File: config.mk
export PLATFORM = sky130hd
export DESIGN_NAME = mesh_port_arbiter
export DESIGN_NICKNAME = d
export VERILOG_FILES = /design/src/rtl/mesh_arb_pkg.sv /design/src/rtl/mesh_out_reg.sv /design/src/rtl/mesh_port_arbiter.sv
export SDC_FILE = /design/constraint.sdc
export NUM_CORES = 1
export LEC_CHECK = 0
export BUFFER_PORTS_ARGS = -buffer_cell sky130_fd_sc_hd__buf_2
export CAP_MARGIN = 5
export CORE_UTILIZATION = 30
export DETAILED_ROUTE_END_ITERATION = 12
export HOLD_SLACK_MARGIN = 0.06
export PLACE_DENSITY = 0.64
export SLEW_MARGIN = 30
export SYNTH_ARGS = -nofsm -noshare
export SYNTH_HDL_FRONTEND = slang
export SYNTH_SLANG_ARGS = --single-unit
File: constraint.sdc
create_clock -name clk -period 7.6 [get_ports clk]
set_clock_uncertainty 0.05 [all_clocks]
set_input_delay 1.52 -clock clk [delete_from_list [all_inputs] [get_ports clk]]
set_output_delay 1.52 -clock clk [all_outputs]
set_load 0.02 [all_outputs]
File: src/rtl/mesh_arb_pkg.sv
`default_nettype none
// mesh_arb_pkg: shared state encoding and round-robin scan for the mesh output-port arbiter.
// Rev 1.0
package mesh_arb_pkg;

  localparam int NUM_SRC_DFLT = 5;
  localparam int SRC_W        = $clog2(NUM_SRC_DFLT);
  localparam int RR_MAX       = 16;

  typedef enum logic [0:0] {
    ST_IDLE  = 1'b0,
    ST_BURST = 1'b1
  } arb_state_t;

  // Returns the first set bit of req at or after ptr, wrapping at n.
  function automatic int rr_select(input logic [RR_MAX-1:0] req, input int ptr, input int n,
                                   output logic found);
    int idx;
    int j;
    idx   = 0;
    found = 1'b0;
    for (int i = 0; i < RR_MAX; i++) begin
      j = ptr + i;
      if (j >= n) j = j - n;
      if (!found && (i < n) && (j < RR_MAX) && req[j]) begin
        found = 1'b1;
        idx   = j;
      end
    end
    return idx;
  endfunction

endpackage
`default_nettype wire

File: src/rtl/mesh_out_reg.sv
`default_nettype none
// mesh_out_reg: single-entry pndng/pop output register; a load wins over a simultaneous unload.
// Rev 1.0
module mesh_out_reg #(
  parameter int W   = 41,
  parameter int IDW = 3
) (
  input  logic           clk,
  input  logic           reset,
  input  logic           load,
  input  logic [W-1:0]   load_data,
  input  logic [IDW-1:0] load_id,
  input  logic           pop,
  output logic           pndng,
  output logic [W-1:0]   data_out,
  output logic [IDW-1:0] grant_id
);

  always_ff @(posedge clk) begin
    if (!reset) begin
      pndng    <= 1'b0;
      data_out <= '0;
      grant_id <= '0;
    end else if (load) begin
      pndng    <= 1'b1;
      data_out <= load_data;
      grant_id <= load_id;
    end else if (pop) begin
      pndng    <= 1'b0;
    end
  end

endmodule
`default_nettype wire

File: src/rtl/mesh_port_arbiter.sv
`default_nettype none
// mesh_port_arbiter: round-robin, burst-limited arbiter sharing one mesh output link among NUM_SRC FIFOs.
// Rev 1.0
module mesh_port_arbiter
  import mesh_arb_pkg::*;
#(
  parameter int NUM_SRC = NUM_SRC_DFLT,
  parameter int pckg_sz = 41,
  parameter int BURST   = 4
) (
  input  logic                       clk,
  input  logic                       reset,
  input  logic [NUM_SRC-1:0]         src_pndng,
  input  logic [NUM_SRC*pckg_sz-1:0] src_data,
  output logic [NUM_SRC-1:0]         src_pop,
  output logic                       pndng,
  output logic [pckg_sz-1:0]         data_out,
  input  logic                       pop,
  output logic [$clog2(NUM_SRC)-1:0] grant_id
);

  localparam int GW = $clog2(NUM_SRC);
  localparam int CW = $clog2(BURST + 1);

  arb_state_t    state;
  logic [GW-1:0] owner;
  logic [GW-1:0] rr_ptr;
  logic [CW-1:0] burst_cnt;

  logic [GW-1:0] owner_nxt;
  logic [GW-1:0] scan_ptr;
  logic [GW-1:0] sel;
  logic          slot_free;
  logic          keep_owner;
  logic          rr_found;
  logic          load;
  int            rr_idx;

  always_comb begin
    owner_nxt  = (owner == GW'(NUM_SRC - 1)) ? '0 : owner + 1'b1;
    slot_free  = !pndng || pop;
    keep_owner = (state == ST_BURST) && src_pndng[owner] && (burst_cnt < CW'(BURST));
    // On rotation the scan starts past the owner, so a new grantee loads in the same cycle.
    scan_ptr   = (state == ST_BURST) ? owner_nxt : rr_ptr;
    rr_idx     = rr_select(RR_MAX'(src_pndng), int'(scan_ptr), NUM_SRC, rr_found);
    sel        = keep_owner ? owner : GW'(rr_idx);
    load       = reset && slot_free && (keep_owner || rr_found);
    src_pop    = '0;
    if (load) src_pop[sel] = 1'b1;
  end

  always_ff @(posedge clk) begin
    if (!reset) begin
      state     <= ST_IDLE;
      owner     <= '0;
      rr_ptr    <= '0;
      burst_cnt <= '0;
    end else if (slot_free) begin
      if (keep_owner) begin
        burst_cnt <= burst_cnt + 1'b1;
      end else begin
        if (state == ST_BURST) rr_ptr <= owner_nxt;
        if (rr_found) begin
          state     <= ST_BURST;
          owner     <= sel;
          burst_cnt <= CW'(1);
        end else begin
          state     <= ST_IDLE;
          burst_cnt <= '0;
        end
      end
    end
  end

  mesh_out_reg #(
    .W   (pckg_sz),
    .IDW (GW)
  ) u_out_reg (
    .clk       (clk),
    .reset     (reset),
    .load      (load),
    .load_data (src_data[sel*pckg_sz +: pckg_sz]),
    .load_id   (sel),
    .pop       (pop),
    .pndng     (pndng),
    .data_out  (data_out),
    .grant_id  (grant_id)
  );

endmodule
`default_nettype wire
==> key figures <==
Die
  • Core box area: 17300 µm²
  • Die X: 135 µm
  • Chip Height: ~140 µm
  • Effective utilization at floorplan: 0.307
  • Ports: approximately 260
  • Row Count: 48
  • DIE AREA: 18200 µm²

Hold path
  • Worst hold endpoint: burst_cnt[1]
  • Min-Delay Path Class: reg -> reg
  • HP Start: burst_cnt[1]
  • Hold-critical path depth: 2

Worst setup path
  • Worst setup SP type: flip-flop
  • Number of cells on the critical path: 18
  • Worst Path Max Fanout: 15
  • Setup crit start: owner[0]
  • Worst endpoint required time: a little over 6 ns
  • Worst r2r path cells: 20
  • Crit path cell chain: inv_1 -> ha_1 -> or3b_1 -> nand3_2 -> o21ai_4 -> clkinv_2 -> ha_1 -> and2_1 -> a2111oi_2 -> a211oi_1 -> xnor2_1 -> o21ai_2 -> nor4bb_1 -> o21ai_1 -> a311oi_2 -> and2b_1 -> nor2_1 -> buf_2
  • Crit-path most repeated cell: ha_1
  • Bufs and invs on worst path: 3
  • Critical path class: reg -> out
  • Launch point of the worst reg-to-reg path: owner[0]
  • Setup crit end kind: output pin
  • Worst r2r dst: u_out_reg.data_out[40]
  • CP top delay family: simple AND/OR/NAND/NOR gates
  • Register-to-register setup slack: 1.66 ns
  • Crit-path max cell delay: 0.58 ns
  • Arr. time, crit path: 5.22 ns
  • Critical path's slowest cell: a2111oi_2

Timing
  • F_max: 0.147 GHz
  • Crit share post-route: 0.893
  • Final setup viols: 0
  • Fin crit period: about 6.8 ns
  • Worst Tran Pin Value: 0.840 ns
  • Setup TNS Final: 0 ns
  • Slew Limit Fails: 0
  • Slew margin rel.: 0.439
  • Final hold violations: 0
  • RSZ-0062 raised after global routing: no

GRT
  • GRT Total Usage: 0.213
  • First-pass GRT wire length: 30600 µm
  • Initial antenna violation count: 0
  • Number of global-route vias before repair: 5760
  • Grt ovf: 0
  • Largest net degree at the start of global routing: 83

Yosys
  • Post-synth EDFFs: 0
  • Yosys reg bits: 55
  • Sequential share of the synthesized area: 0.207
  • Synth async-reset ratio: 0
  • Cells after synthesis: 642
  • Avg Synthesized Cell Area: 8.27 µm²
  • YS warnings: 0
  • Synth cell types: between 80 and 90
  • Post-Syn Nets: 868
  • Post-Syn Area: roughly 5300 µm²
  • Ys flop type: dfxtp_1

Layout
  • Most frequent cells in the layout: 262 x buf_2, 61 x o21ai_0, 58 x nand2_1, 55 x dfxtp_1, 44 x and3_1
  • Commonest non-fill, non-tap cell in the layout: buf_2
  • Share of cells above drive strength 1: 0.416
  • Fill count: ~1800
  • Number of diodes: 0
  • Area growth from synthesis to layout: 27.9%
  • Nets: 1092

Routing
  • DRT antenna net count: 0
  • WL/cell: 18.4 µm
  • Post-route DRC violation count: 0
  • DRT iter0 DRCs: 262
  • Vias per Instance: 5.63
  • Vias: 6146
  • Drt pass-1 iters: 5
  • DRT Wirelength: 20100 µm

CTS
  • Setup Fix Bufs, Post-CTS: 0
  • CTS Sinks: 55
  • Clock transition at path regs: about 0.07 ns
  • H-Tree Depth: 2
  • CTS Hold Bufs: 0
  • Root buf cell: clkbuf_16
  • CTS tree: built
  • Clock buffer depth: 2
  • Clock Latency Late Sink: 0.30 ns
  • CTS Buf Count: 5
  • Resize count post-CTS: 0

Placed design
  • I/O Buffers: around 260
  • Final HPWL DP: ~15000 µm
  • Final GP Congestion: 0.951

Run
  • Max-cap violations: 0

Run status
  • Outcome: complete, no violations
-- synthesized netlist by cell type (8+ instances only) --
cell type   n  area (µm²)
nor3_1      8        40.0
a21boi_0   41         308
a21oi_1    16        80.1
inv_1      10        37.5
nand2_1    58         218
o21ai_1    28         140
nor2_1     27         101
mux2i_1    13         130
buf_6      19         214
clkbuf_1   14        52.6
and3_1     44         275
o221ai_2   38         571
nand3_1    11        55.1
o21ai_0    61         305
ha_1       13         163
buf_2      20         100
a31oi_1    42         263
dfxtp_1    55        1100
-- how the worst max path moves through the flow --
| stage | endpoint | slack, ns |
|---|---|---|
| 3_5_place_dp | src_pop[2] | 1.17 |
| 4_1_cts | src_pop[2] | 0.82 |
| 3_3_place_gp | src_pop[3] | 1.24 |
| 5_1_grt | src_pop[2] | 0.41 |
| 2_1_floorplan | src_pop[0] | 1.54 |
| 6_report | src_pop[2] | 0.81 |
-- area by class of cell --
cell class,instances,area (µm²),area share
clock inverters,1,8.76,0.00129
clock buffers,7,143,0.0210
flip-flops and latches,55,1100,0.162
multi-input cells,514,3790,0.558
inverters,15,57.6,0.00848
repair buffers,275,1410,0.208
well taps,225,282,0.0415
-- worst register-to-register path, cell delays in order (launching register included) --
cell	delay, ns
dfxtp_1	0.51
inv_1	0.08
ha_1	0.23
or3b_1	0.52
nand3_2	0.16
o21ai_4	0.12
clkinv_2	0.24
ha_1	0.31
and2_1	0.18
a2111oi_2	0.58
a211oi_1	0.14
xnor2_1	0.25
o21ai_2	0.12
o211a_2	0.31
a211oi_1	0.39
o31ai_4	0.18
buf_4	0.21
nor3b_4	0.44
buf_4	0.41
o21ai_0	0.25
a31oi_1	0.20
-- routing by layer --
layer / GRT usage / up-vias / part of all wire
li1: - / 2934 / -
met5: 0 / - / 0
met1: 0.268 / 2862 / 0.42
met4: 0.0649 / 0 / 0.019
met2: 0.365 / 318 / 0.48
met3: 0.0409 / 32 / 0.077
-- per-stage QoR --
step	util	cell area (µm²)	worst slack [ns]	instances	hold slack [ns]
after floorplan	-	5310	1.54	642	0.386
after global placement	0.384	6640	1.24	1084	0.392
after detailed placement	0.384	6640	1.17	1084	0.405
after CTS	0.393	6790	0.816	1092	0.414
after global routing	0.393	6790	0.410	1092	0.451
final	0.393	6790	0.811	1092	0.412
-- state kept, by name, indices dropped and copies added, names as in the netlist --
signal	count
u_out_reg.pndng	1
u_out_reg.grant_id	3
rr_ptr	3
owner	3
state	1
burst_cnt	3
u_out_reg.data_out	41
-- logic make-up (layout without fill, tap and decap cells) --
logic type               Yosys count  count (layout)  synth area share
AO/OA/AOI/OAI                    288             288             0.430
XOR/XNOR                           4               4           0.00802
multiplexers                      18              18            0.0420
flip-flops                        55              55             0.207
buffers and inverters             73             298            0.0870
adder cells (fa/ha/maj)           13              13            0.0306
AND/OR/NAND/NOR                  191             191             0.195
Power is not shown: default switching activity piles up to over one toggle a cycle in this logic, so the estimate is an artifact.
